### config.mk
export PLATFORM = sky130hd
export DESIGN_NAME = hazard_scoreboard_flat
export DESIGN_NICKNAME = d
export VERILOG_FILES = /design/src/rtl/hazard_scoreboard_pkg.sv /design/src/rtl/hazard_scoreboard_if.sv /design/src/rtl/hazard_scoreboard_sb_counter.sv /design/src/rtl/hazard_scoreboard.sv /design/src/flat_wrapper.sv
export SDC_FILE = /design/constraint.sdc
export NUM_CORES = 1
export LEC_CHECK = 0
export ABC_AREA = 1
export BUFFER_PORTS_ARGS = -buffer_cell sky130_fd_sc_hd__clkbuf_2
export CAP_MARGIN = 20
export CORE_AREA = 8 8 76 78
export DETAILED_ROUTE_END_ITERATION = 10
export DIE_AREA = 0 0 84 86
export GPL_TIMING_DRIVEN = 0
export HOLD_SLACK_MARGIN = 0.1
export PLACE_DENSITY = 0.63
export REMOVE_ABC_BUFFERS = 1
export SETUP_SLACK_MARGIN = 0.3
export SYNTH_ARGS = -nofsm -noshare
export SYNTH_HDL_FRONTEND = slang
export SYNTH_SLANG_ARGS = --single-unit
### constraint.sdc
create_clock -name CLK -period 3.45 [get_ports CLK]
set_clock_uncertainty 0.1 [all_clocks]
set_input_delay 0.1725 -clock CLK [delete_from_list [all_inputs] [get_ports CLK]]
set_output_delay 0.1725 -clock CLK [all_outputs]
set_load 0.01 [all_outputs]
### src/rtl/hazard_scoreboard_pkg.sv
// Shared definitions for the hazard scoreboard: default sizing and the
// bit positions of the individual hazard causes (useful for debug/trace).
package hazard_scoreboard_pkg;

   localparam int NREG_DEF    = 8;
   localparam int RA_W_DEF    = $clog2(NREG_DEF);
   localparam int MAXPEND_DEF = 3;

   // Hazard-cause bit indices within the internal hazard vector.
   localparam int HZ_SRC1  = 0;
   localparam int HZ_SRC2  = 1;
   localparam int HZ_WAW   = 2;
   localparam int HZ_FLAGR = 3;
   localparam int HZ_FLAGW = 4;
   localparam int HZ_LSU   = 5;
   localparam int HZ_N     = 6;

endpackage

### src/rtl/hazard_scoreboard_if.sv
// Decoder / retire / status bundle for the hazard scoreboard.
// master = decoder+writeback side, slave = the scoreboard itself.
interface hazard_scoreboard_if
   import hazard_scoreboard_pkg::*;
#(
   parameter int NREG = NREG_DEF
);
   localparam int RA_W = $clog2(NREG);

   logic            ISSUE_VALID;
   logic            RD1_EN;
   logic            RD2_EN;
   logic [RA_W-1:0] RD1_ADDR;
   logic [RA_W-1:0] RD2_ADDR;
   logic            WR_EN;
   logic [RA_W-1:0] WR_ADDR;
   logic            FLAG_RD;
   logic            FLAG_WR;
   logic            LSU_USE;
   logic            RET_WR_EN;
   logic [RA_W-1:0] RET_WR_ADDR;
   logic            RET_FLAG;
   logic            RET_LSU;
   logic            FLUSH;
   logic            ISSUE_READY;
   logic            STALL;
   logic [NREG-1:0] BUSY;
   logic            FLAG_BUSY;
   logic            LSU_BUSY;
   logic            PEND_ERR;

   modport master (
      output ISSUE_VALID, RD1_EN, RD2_EN, RD1_ADDR, RD2_ADDR, WR_EN, WR_ADDR,
             FLAG_RD, FLAG_WR, LSU_USE, RET_WR_EN, RET_WR_ADDR, RET_FLAG,
             RET_LSU, FLUSH,
      input  ISSUE_READY, STALL, BUSY, FLAG_BUSY, LSU_BUSY, PEND_ERR
   );

   modport slave (
      input  ISSUE_VALID, RD1_EN, RD2_EN, RD1_ADDR, RD2_ADDR, WR_EN, WR_ADDR,
             FLAG_RD, FLAG_WR, LSU_USE, RET_WR_EN, RET_WR_ADDR, RET_FLAG,
             RET_LSU, FLUSH,
      output ISSUE_READY, STALL, BUSY, FLAG_BUSY, LSU_BUSY, PEND_ERR
   );

endinterface

### src/rtl/hazard_scoreboard_sb_counter.sv
// sb_counter: saturating up/down in-flight counter. Simultaneous inc and
// dec cancel; clr wins over both and never reports an error. err_o pulses
// for a decrement at zero or an increment at MAX (count holds).
module sb_counter #(
   parameter int W   = 2,
   parameter int MAX = 3
) (
   input  logic clk_i,
   input  logic rst_ni,
   input  logic inc_i,
   input  logic dec_i,
   input  logic clr_i,
   output logic zero_o,
   output logic one_o,
   output logic full_o,
   output logic err_o
);

   logic [W-1:0] cnt_q, cnt_d;

   // Next count and error pulse.
   always_comb begin
      cnt_d = cnt_q;
      err_o = 1'b0;
      if (clr_i) begin
         cnt_d = '0;
      end else if (inc_i && !dec_i) begin
         if (cnt_q == W'(MAX)) err_o = 1'b1;
         else                  cnt_d = cnt_q + 1'b1;
      end else if (dec_i && !inc_i) begin
         if (cnt_q == '0) err_o = 1'b1;
         else             cnt_d = cnt_q - 1'b1;
      end
   end

   // Count register.
   always_ff @(posedge clk_i or negedge rst_ni) begin
      if (!rst_ni) cnt_q <= '0;
      else         cnt_q <= cnt_d;
   end

   assign zero_o = (cnt_q == '0);
   assign one_o  = (cnt_q == W'(1));
   assign full_o = (cnt_q == W'(MAX));

endmodule

### src/rtl/hazard_scoreboard.sv
// hazard_scoreboard: per-register / flag in-flight counters plus an LSU
// busy bit; stalls issue while any needed resource is unavailable.
// Optional feature macro: SCOREBOARD_BYPASS_EN (same-cycle retire release).
module hazard_scoreboard
   import hazard_scoreboard_pkg::*;
#(
   parameter int NREG    = NREG_DEF,
   parameter int MAXPEND = MAXPEND_DEF
) (
   input logic                CLK,
   input logic                N_RST,
   hazard_scoreboard_if.slave sb
);

   localparam int RA_W  = $clog2(NREG);
   localparam int CNT_W = $clog2(MAXPEND + 1);

`ifdef SCOREBOARD_BYPASS_EN
   localparam bit BYPASS = 1'b1;
`else
   localparam bit BYPASS = 1'b0;
`endif

   logic [NREG-1:0] reg_inc, reg_dec, reg_zero, reg_one, reg_full, reg_err;
   logic [NREG-1:0] pend;
   logic            flag_zero, flag_one, flag_full, flag_err;
   logic            fpend, lsu_pend, accept;
   logic            lsu_busy_q, lsu_busy_d;
   logic            pend_err_q, pend_err_d;
   logic [HZ_N-1:0] hazard;

   // Per-register increment/decrement strobes and pending terms.
   // With bypass, "cnt > retiring" is expressed as nonzero and not
   // (exactly one outstanding and it retires now).
   always_comb begin
      reg_inc = '0;
      reg_dec = '0;
      pend    = '0;
      for (int unsigned r = 0; r < NREG; r++) begin
         reg_inc[r] = accept && sb.WR_EN && (sb.WR_ADDR == RA_W'(r));
         reg_dec[r] = sb.RET_WR_EN && (sb.RET_WR_ADDR == RA_W'(r));
         pend[r]    = !reg_zero[r] && !(BYPASS && reg_one[r] && reg_dec[r]);
      end
   end

   assign fpend    = !flag_zero && !(BYPASS && flag_one && sb.RET_FLAG);
   assign lsu_pend = lsu_busy_q && !(BYPASS && sb.RET_LSU);

   // Hazard causes and issue acceptance.
   always_comb begin
      hazard           = '0;
      hazard[HZ_SRC1]  = sb.RD1_EN  && pend[sb.RD1_ADDR];
      hazard[HZ_SRC2]  = sb.RD2_EN  && pend[sb.RD2_ADDR];
      hazard[HZ_WAW]   = sb.WR_EN   && reg_full[sb.WR_ADDR];
      hazard[HZ_FLAGR] = sb.FLAG_RD && fpend;
      hazard[HZ_FLAGW] = sb.FLAG_WR && flag_full;
      hazard[HZ_LSU]   = sb.LSU_USE && lsu_pend;
   end

   assign sb.ISSUE_READY = ~|hazard;
   assign sb.STALL       = sb.ISSUE_VALID && !sb.ISSUE_READY;
   assign accept         = sb.ISSUE_VALID && sb.ISSUE_READY && !sb.FLUSH;

   for (genvar g = 0; g < NREG; g++) begin : g_reg_cnt
      sb_counter #(.W(CNT_W), .MAX(MAXPEND)) u_cnt (
         .clk_i  (CLK),
         .rst_ni (N_RST),
         .inc_i  (reg_inc[g]),
         .dec_i  (reg_dec[g]),
         .clr_i  (sb.FLUSH),
         .zero_o (reg_zero[g]),
         .one_o  (reg_one[g]),
         .full_o (reg_full[g]),
         .err_o  (reg_err[g])
      );
   end

   sb_counter #(.W(CNT_W), .MAX(MAXPEND)) u_flag_cnt (
      .clk_i  (CLK),
      .rst_ni (N_RST),
      .inc_i  (accept && sb.FLAG_WR),
      .dec_i  (sb.RET_FLAG),
      .clr_i  (sb.FLUSH),
      .zero_o (flag_zero),
      .one_o  (flag_one),
      .full_o (flag_full),
      .err_o  (flag_err)
   );

   // LSU busy next state (set wins over same-cycle completion) and sticky error.
   always_comb begin
      lsu_busy_d = lsu_busy_q;
      if (sb.FLUSH)                   lsu_busy_d = 1'b0;
      else if (accept && sb.LSU_USE)  lsu_busy_d = 1'b1;
      else if (sb.RET_LSU)            lsu_busy_d = 1'b0;
      pend_err_d = pend_err_q || (|reg_err) || flag_err;
   end

   // LSU busy and error registers.
   always_ff @(posedge CLK or negedge N_RST) begin
      if (!N_RST) begin
         lsu_busy_q <= 1'b0;
         pend_err_q <= 1'b0;
      end else begin
         lsu_busy_q <= lsu_busy_d;
         pend_err_q <= pend_err_d;
      end
   end

   assign sb.BUSY      = ~reg_zero;
   assign sb.FLAG_BUSY = !flag_zero;
   assign sb.LSU_BUSY  = lsu_busy_q;
   assign sb.PEND_ERR  = pend_err_q;

endmodule

### src/flat_wrapper.sv
// flat-port wrapper written by rule: the top's interface ports become plain ports
module hazard_scoreboard_flat import hazard_scoreboard_pkg::*;
#(
   parameter int NREG    = NREG_DEF,
   parameter int MAXPEND = MAXPEND_DEF
)
  (CLK, N_RST, sb_ISSUE_VALID, sb_RD1_EN, sb_RD2_EN, sb_RD1_ADDR, sb_RD2_ADDR, sb_WR_EN, sb_WR_ADDR, sb_FLAG_RD, sb_FLAG_WR, sb_LSU_USE, sb_RET_WR_EN, sb_RET_WR_ADDR, sb_RET_FLAG, sb_RET_LSU, sb_FLUSH, sb_ISSUE_READY, sb_STALL, sb_BUSY, sb_FLAG_BUSY, sb_LSU_BUSY, sb_PEND_ERR);
  hazard_scoreboard_if #(.NREG(NREG)) sb_i ();
  input logic CLK;
  input logic N_RST;
  input wire logic [$bits(sb_i.ISSUE_VALID)-1:0] sb_ISSUE_VALID;
  input wire logic [$bits(sb_i.RD1_EN)-1:0] sb_RD1_EN;
  input wire logic [$bits(sb_i.RD2_EN)-1:0] sb_RD2_EN;
  input wire logic [$bits(sb_i.RD1_ADDR)-1:0] sb_RD1_ADDR;
  input wire logic [$bits(sb_i.RD2_ADDR)-1:0] sb_RD2_ADDR;
  input wire logic [$bits(sb_i.WR_EN)-1:0] sb_WR_EN;
  input wire logic [$bits(sb_i.WR_ADDR)-1:0] sb_WR_ADDR;
  input wire logic [$bits(sb_i.FLAG_RD)-1:0] sb_FLAG_RD;
  input wire logic [$bits(sb_i.FLAG_WR)-1:0] sb_FLAG_WR;
  input wire logic [$bits(sb_i.LSU_USE)-1:0] sb_LSU_USE;
  input wire logic [$bits(sb_i.RET_WR_EN)-1:0] sb_RET_WR_EN;
  input wire logic [$bits(sb_i.RET_WR_ADDR)-1:0] sb_RET_WR_ADDR;
  input wire logic [$bits(sb_i.RET_FLAG)-1:0] sb_RET_FLAG;
  input wire logic [$bits(sb_i.RET_LSU)-1:0] sb_RET_LSU;
  input wire logic [$bits(sb_i.FLUSH)-1:0] sb_FLUSH;
  output wire logic [$bits(sb_i.ISSUE_READY)-1:0] sb_ISSUE_READY;
  output wire logic [$bits(sb_i.STALL)-1:0] sb_STALL;
  output wire logic [$bits(sb_i.BUSY)-1:0] sb_BUSY;
  output wire logic [$bits(sb_i.FLAG_BUSY)-1:0] sb_FLAG_BUSY;
  output wire logic [$bits(sb_i.LSU_BUSY)-1:0] sb_LSU_BUSY;
  output wire logic [$bits(sb_i.PEND_ERR)-1:0] sb_PEND_ERR;
  assign sb_i.ISSUE_VALID = sb_ISSUE_VALID;
  assign sb_i.RD1_EN = sb_RD1_EN;
  assign sb_i.RD2_EN = sb_RD2_EN;
  assign sb_i.RD1_ADDR = sb_RD1_ADDR;
  assign sb_i.RD2_ADDR = sb_RD2_ADDR;
  assign sb_i.WR_EN = sb_WR_EN;
  assign sb_i.WR_ADDR = sb_WR_ADDR;
  assign sb_i.FLAG_RD = sb_FLAG_RD;
  assign sb_i.FLAG_WR = sb_FLAG_WR;
  assign sb_i.LSU_USE = sb_LSU_USE;
  assign sb_i.RET_WR_EN = sb_RET_WR_EN;
  assign sb_i.RET_WR_ADDR = sb_RET_WR_ADDR;
  assign sb_i.RET_FLAG = sb_RET_FLAG;
  assign sb_i.RET_LSU = sb_RET_LSU;
  assign sb_i.FLUSH = sb_FLUSH;
  assign sb_ISSUE_READY = sb_i.ISSUE_READY;
  assign sb_STALL = sb_i.STALL;
  assign sb_BUSY = sb_i.BUSY;
  assign sb_FLAG_BUSY = sb_i.FLAG_BUSY;
  assign sb_LSU_BUSY = sb_i.LSU_BUSY;
  assign sb_PEND_ERR = sb_i.PEND_ERR;
  hazard_scoreboard #(.NREG(NREG), .MAXPEND(MAXPEND)) u_core (.CLK(CLK), .N_RST(N_RST), .sb(sb_i));
endmodule
==> results of run 1 <==
flip-flops by register name, summed over array words and instances (netlist names):
name and flops:
u_core.g_reg_cnt.u_cnt.cnt_q 16, u_core.u_flag_cnt.cnt_q 2, u_core.sb.LSU_BUSY 1, u_core.sb.PEND_ERR 1
final timing paths:
kind | start | end | depth (start not counted)
max reg2reg | u_core.g_reg_cnt[5].u_cnt.cnt_q[0] | u_core.g_reg_cnt[5].u_cnt.cnt_q[0] | 13
min | sb_RET_FLAG | u_core.sb.PEND_ERR | 5
min in group asynchronous | N_RST | u_core.g_reg_cnt[6].u_cnt.cnt_q[1] | 2
min reg2reg | u_core.sb.PEND_ERR | u_core.sb.PEND_ERR | 2
max | u_core.g_reg_cnt[5].u_cnt.cnt_q[0] | u_core.g_reg_cnt[5].u_cnt.cnt_q[0] | 13
max in group asynchronous | N_RST | u_core.g_reg_cnt[2].u_cnt.cnt_q[0] | 2
power groups by stage:
stage,Combinational (mW),Sequential [mW],Clock [mW]
3_5_place_dp,0.299,0.301,0
6_report,0.303,0.296,0.243
2_1_floorplan,0.198,0.295,0
4_1_cts,0.303,0.296,0.250
3_3_place_gp,0.296,0.300,0
5_1_grt,0.346,0.302,0.259
layer usage:
layer / track usage / part of all wire / up-vias
met5: 0 / 0 / -
li1: - / - / 1043
met1: 0.179 / 0.47 / 884
met4: 0.0675 / 0.021 / 0
met3: 0.0256 / 0.050 / 9
met2: 0.240 / 0.46 / 50
critical path: stages (launching register included):
cell and delay [ns]:
dfrtp_1 0.42, nor2_1 0.29, nand2_1 0.09, nand3_1 0.10, nand3_1 0.07, nand3_1 0.09, nand3_1 0.08, nor2_2 0.42
nand2_1 0.20, nor2_4 0.24, nand3_1 0.17, nand3_1 0.17, o21ai_0 0.13, o21a_1 0.12
timing repair:
item                                   CTS  global route
endpoints found under the hold margin   21             0
resized for setup                        0             1
setup endpoints to repair                0            19
hold buffers                             3             0
stage by stage:
step / util / hold slack, ns / instances / area (sq um)
after global placement: 0.435 / 0.0734 / 381 / 2000
after global routing: 0.457 / 0.243 / 388 / 2100
after detailed placement: 0.435 / 0.0822 / 381 / 2000
after CTS: 0.457 / 0.180 / 388 / 2100
after floorplan: - / -0.223 / 290 / 1750
final: 0.457 / 0.179 / 388 / 2100
cells in the final DEF, fill, tap and decap left out, drive strengths merged, types with 3 or more instances in the layout:
master | Yosys | final
nand2 | 75 | 75
nor2 | 52 | 52
inv | 40 | 40
nand3 | 40 | 40
clkbuf | 4 | 40
nand4 | 24 | 24
dfrtp | 20 | 20
o21ai | 12 | 12
o21a | 8 | 8
xor2 | 7 | 7
nand3b | 5 | 5
a21oi | 4 | 4
dlygate4sd3 | 0 | 3
area by class of cell:
cell class,count,area [sq um],share of cell area
clock buffer,3,41.3,0.0196
clock inverter,1,30.0,0.0143
inverter,41,154,0.0732
multi-input combinational,229,1090,0.520
sequential,20,500,0.238
tap,54,67.6,0.0321
timing repair buffer,40,215,0.102
cell families (layout without fill, tap and decap cells):
group	Yosys count	count (layout)
and+or+nand+nor	197	197
DFF	20	20
AOI/OAI and AO/OA	25	25
buffers and inverters	47	85
xor gates and xnor gates	7	7
==> impl_metrics.json, run 1 <==
{
  "critPathKind": "register to register",
  "synth_edf_count": 0,
  "ios": 38,
  "routed_wl_microns": 5130,
  "period_needed_ns": 2.80,
  "numClockSinks": 20,
  "hold_viol": 0,
  "grt_max_degree": 28,
  "ys.flop_type": "dfrtp_1",
  "grt_use_total": 0.146,
  "syn_avg_cell_area_sq_um": 5.99,
  "final_max_slew_viol_count": 0,
  "crit_fanout": 11,
  "combinationalPowerShare": 0.360,
  "fp.dieArea_sq_um": 7220,
  "ys_types": 20,
  "powerDensity_nw_per_um2": 401,
  "rows": 25,
  "post-route-drc-count": 0,
  "synth_top_family_by_area": "simple AND/OR/NAND/NOR gates",
  "p_switching_mw": 0.312,
  "dr.pass1.iters": 5,
  "htree_num_levels": 1,
  "drtIter0Drc": 151,
  "p_int_mw": 0.530,
  "arrival_ns": 2.86,
  "end_kind": "register",
  "synth_mux_area_frac": 0,
  "synth_compound_area_frac": 0.0840,
  "hp-class": "input port to register",
  "synth_top_area_frac": 0.282,
  "port_buffers": 37,
  "die_y_microns": 86,
  "p_seq_frac": 0.352,
  "tightestPinTransition_ns": 0.749,
  "drive_above_1_share": 0.132,
  "grt_pass1_wl_microns": 8780,
  "worstPathRequired_ns": 3.51,
  "cts_max_path_buffers": 2,
  "reg2reg_slack_ns": 0.65,
  "area_growth_syn_to_layout_pct": 18.6,
  "gp_congestion": 0.904,
  "antenna_left": 0,
  "synth.yosys.seq_area_share": 0.282,
  "wl_per_cell_microns": 13.2,
  "rsz0062_at_grt": "no",
  "syn_inst": 296,
  "postCtsSetupBuffers": 0,
  "power_leakage_nw": 1.09,
  "cts_buffers": 3,
  "vias_per_cell": 5.12,
  "synth-simple-area-share": 0.497,
  "netlist_area_sq_um": 1770,
  "synth_area_leaders": "dfrtp_1 28%, nand2_1 16%, nand3_1 11%, nor2_1 11%, inv_1 8.5%",
  "grt_pass1_vias": 1953,
  "ys_warn_count": 0,
  "slew_headroom": 0.498,
  "pwr-share-clk": 0.288,
  "fin_crit_sh": 0.810,
  "coreArea_sq_um": 4600,
  "clkLatencyLatePin_ns": 0.27,
  "vias": 1986,
  "cts_tree": "done",
  "finalPower_mw": 0.842,
  "synth_top_area_cell": "dfrtp_1",
  "root_buffer": "clkbuf_8",
  "status": "completed",
  "synth_most_common_cell": "nand2_1",
  "clock.fmax_mhz": 358,
  "netSwitchingFraction": 0.371,
  "n_fill_cell": 506,
  "setup_slack_ns": 0.654,
  "floorplan.initialDensity": 0.385,
  "finalSetupViolCount": 0,
  "diodes": 0,
  "preCtsSetupSlack_ns": 0.460,
  "cap_viol_max_count": 0,
  "finalSetupTns_ns": 0,
  "antenna_found_initial": 0,
  "peakVddDrop_uv": 132,
  "cp-start-kind": "register",
  "path_clk_slew_ns": 0.08,
  "grt_overflow": 0,
  "die_w_microns": 84,
  "synth_commonest_cells": "75 x nand2_1, 50 x nor2_1, 40 x inv_1, 40 x nand3_1, 24 x nand4_1",
  "synthArstFlopShare": 1.00,
  "synth-seq-cells": 20,
  "synth_fa_ha_area_frac": 0,
  "final_nets": 360,
  "synth-xor-area-share": 0.0346,
  "post-dp-hpwl_microns": 4030
}
No activity file was read; power rests on OpenSTA's default activity.
==> run 2, diff against run 1 <==
Settings changed: ABC_AREA 1 to 0, CORE_AREA 8 8 76 78 to 8 8 75 77, DIE_AREA 0 0 84 86 to 0 0 83 85, PLACE_DENSITY 0.63 to 0.66.
Clock period 3.45 ns to 2.4 ns, I/O delays scaled along.
==> impl_metrics.json, run 2 <==
{
  "cts_buffers": 3,
  "drive_above_1_share": 0.306,
  "path_clk_slew_ns": 0.07,
  "met2_usage": 0.244,
  "register_area_sq_um": 500,
  "fp.dieArea_sq_um": 7060,
  "status": "finished with violations",
  "numClockSinks": 20,
  "final_nets": 304,
  "drtIter0Drc": 99,
  "n_fill_cell": 428,
  "htree_num_levels": 1,
  "multiInputGateArea_sq_um": 1230,
  "synth_area_leaders": "dfrtp_1 29%, nor2_1 6.5%, a21oi_1 4.6%, nand2_1 3.9%, and2_1 3.6%",
  "final_max_slew_viol_count": 0,
  "root_buffer": "clkbuf_8",
  "vias": 1882,
  "grtUsageMet3": 0.0220,
  "clkLatencyLatePin_ns": 0.27,
  "cp-start-kind": "register",
  "powerDensity_nw_per_um2": 359,
  "tightestPinTransition_ns": 0.521,
  "port_buffers": 37,
  "critPathSlowestCell": "mux4_2",
  "cts_max_path_buffers": 2,
  "peakVddDrop_uv": 185,
  "finalSetupTns_ns": -3.80,
  "dr.pass1.iters": 4,
  "violations": "negative setup slack",
  "clock.fmax_mhz": 368,
  "grt_pass1_vias": 1759,
  "synth-seq-cells": 20,
  "cts_tree": "done",
  "ys_types": 56,
  "diodes": 0,
  "cap_viol_max_count": 0,
  "antenna_left": 0,
  "fin_crit_sh": 1.13,
  "worstPathCellList": "or2_4 -> mux4_2 -> a31o_1 -> nor4_4 -> and2_4 -> and2b_2 -> clkbuf_2",
  "gp_congestion": 0.823,
  "grt_busiest_layer": "met2",
  "preCtsSetupSlack_ns": -0.570,
  "slew_headroom": 0.653,
  "synth_commonest_cells": "30 x nor2_1, 20 x dfrtp_1, 18 x nand2_1",
  "largestRegisters": "u_core.g_reg_cnt.u_cnt.cnt_q (16), u_core.u_flag_cnt.cnt_q (2)",
  "die_y_microns": 85,
  "worstPathRequired_ns": 2.18,
  "routed_wl_microns": 5050,
  "antenna_found_initial": 0,
  "top_register": "u_core.g_reg_cnt.u_cnt.cnt_q",
  "critical-path-max-stage-delay_ns": 0.45,
  "syn_avg_cell_area_sq_um": 7.78,
  "synth_top_area_frac": 0.290,
  "post-route-drc-count": 0,
  "synth_top_area_cell": "dfrtp_1",
  "crit_fanout": 6,
  "hold_viol": 0,
  "period_needed_ns": 2.72,
  "setup_slack_ns": -0.318,
  "arrival_ns": 2.50,
  "synth.yosys.seq_area_share": 0.290,
  "die_w_microns": 83,
  "ys_warn_count": 0,
  "hp-class": "input port to register",
  "finalSetupViolCount": 21,
  "post-dp-hpwl_microns": 3710,
  "grt_use_total": 0.138,
  "final_common_cell": "clkbuf_2",
  "synth_most_common_cell": "nor2_1",
  "rows": 25,
  "ys.flop_type": "dfrtp_1",
  "grt_pass1_wl_microns": 8290,
  "critPathKind": "register to output pin",
  "rsz0062_at_grt": "yes",
  "vias_per_cell": 5.67,
  "synthArstFlopShare": 1.00,
  "area_growth_syn_to_layout_pct": 30.6,
  "synth_edf_count": 0,
  "netlist_area_sq_um": 1730,
  "floorplan.initialDensity": 0.381,
  "grt_overflow": 0,
  "coreArea_sq_um": 4540,
  "finalPower_mw": 0.810,
  "ios": 38,
  "largest_reg_flops": 16,
  "syn_inst": 222,
  "power_leakage_nw": 1.02,
  "grt_max_degree": 21,
  "met1_usage": 0.167,
  "end_kind": "output pin",
  "wl_per_cell_microns": 15.2,
  "final_cell_mix": "37 x clkbuf_2, 29 x nor2_1, 20 x dfrtp_1"
}
[run 2: changes by cell type in the layout (fill, tap and decap cells not counted), moves of 15 or more]
cell and change:
nor2_1 -20, nand3_1 -36, buf_4 +15, nand4_1 -20, inv_1 -31, nand2_1 -57
[run 2: worst max-delay path, delay by kind of cell (launching register included)]
family / cells / cell delay [ns]
AOI/OAI and AO/OA: 1 / 0.23
buffers and inverters: 1 / 0.12
DFF: 1 / 0.43
muxes: 1 / 0.45
and+or+nand+nor: 4 / 1.01
[run 2: cell families (layout without fill, tap and decap cells)]
family	after synthesis	count (layout)	synth area share
mux	2	2	0.0188
buf+inv	16	72	0.0391
compound gates	69	69	0.276
xor+xnor	1	1	0.00507
flops	20	20	0.290
simple gates	114	114	0.371
[run 2: timing repair]
| action | in CTS | in global routing |
|---|---|---|
| hold buffers | 6 | 0 |
| pin swaps | 19 | 6 |
| hold endpoints to repair | 22 | 0 |
| setup endpoints to repair | 22 | 22 |
| gates resized for setup | 16 | 3 |
| setup buffers | 16 | 0 |
[run 2: final timing paths]
kind,startpoint,to,slack [ns],depth (start not counted)
setup / recovery,u_core.g_reg_cnt[2].u_cnt.cnt_q[1],sb_STALL,-0.32,7
hold / removal,sb_FLAG_WR,u_core.u_flag_cnt.cnt_q[0],0.11,3
setup reg to reg,u_core.g_reg_cnt[2].u_cnt.cnt_q[1],u_core.g_reg_cnt[3].u_cnt.cnt_q[0],-0.26,8
hold reg to reg,u_core.sb.LSU_BUSY,u_core.sb.LSU_BUSY,0.46,2
max in group asynchronous,N_RST,u_core.g_reg_cnt[6].u_cnt.cnt_q[0],1.59,2
min in group asynchronous,N_RST,u_core.g_reg_cnt[1].u_cnt.cnt_q[1],0.25,2
[run 2: routing by layer]
layer,vias to the layer above,share of wire
met1,896,0.45
met3,5,0.032
met2,32,0.51
li1,949,-
met5,-,0
met4,0,0.0081
[run 2: power breakdown]
part           total, mW  internal [mW]  switching [mW]  leakage [nW]
combinational      0.198         0.0900           0.108         0.715
sequential         0.343          0.340         0.00333         0.273
clock              0.269          0.146           0.123        0.0288
total              0.810          0.576           0.234          1.02
[run 2: layout make-up]
cell class	count	area share
Multi-Input combinational cell	186	0.545
Sequential cell	20	0.222
Timing Repair Buffer	59	0.164
Tap cell	54	0.0299
Clock buffer	4	0.0244
Inverter	9	0.0150
[run 2: through the flow]
step / util / hold slack (ns) / cells / area [sq um]
floorplan: - / -0.276 / 215 / 1690
global placement: 0.429 / 0.0168 / 306 / 1950
detailed placement: 0.429 / 0.0269 / 306 / 1950
CTS: 0.496 / 0.107 / 332 / 2250
global route: 0.498 / 0.126 / 332 / 2260
finish: 0.498 / 0.113 / 332 / 2260
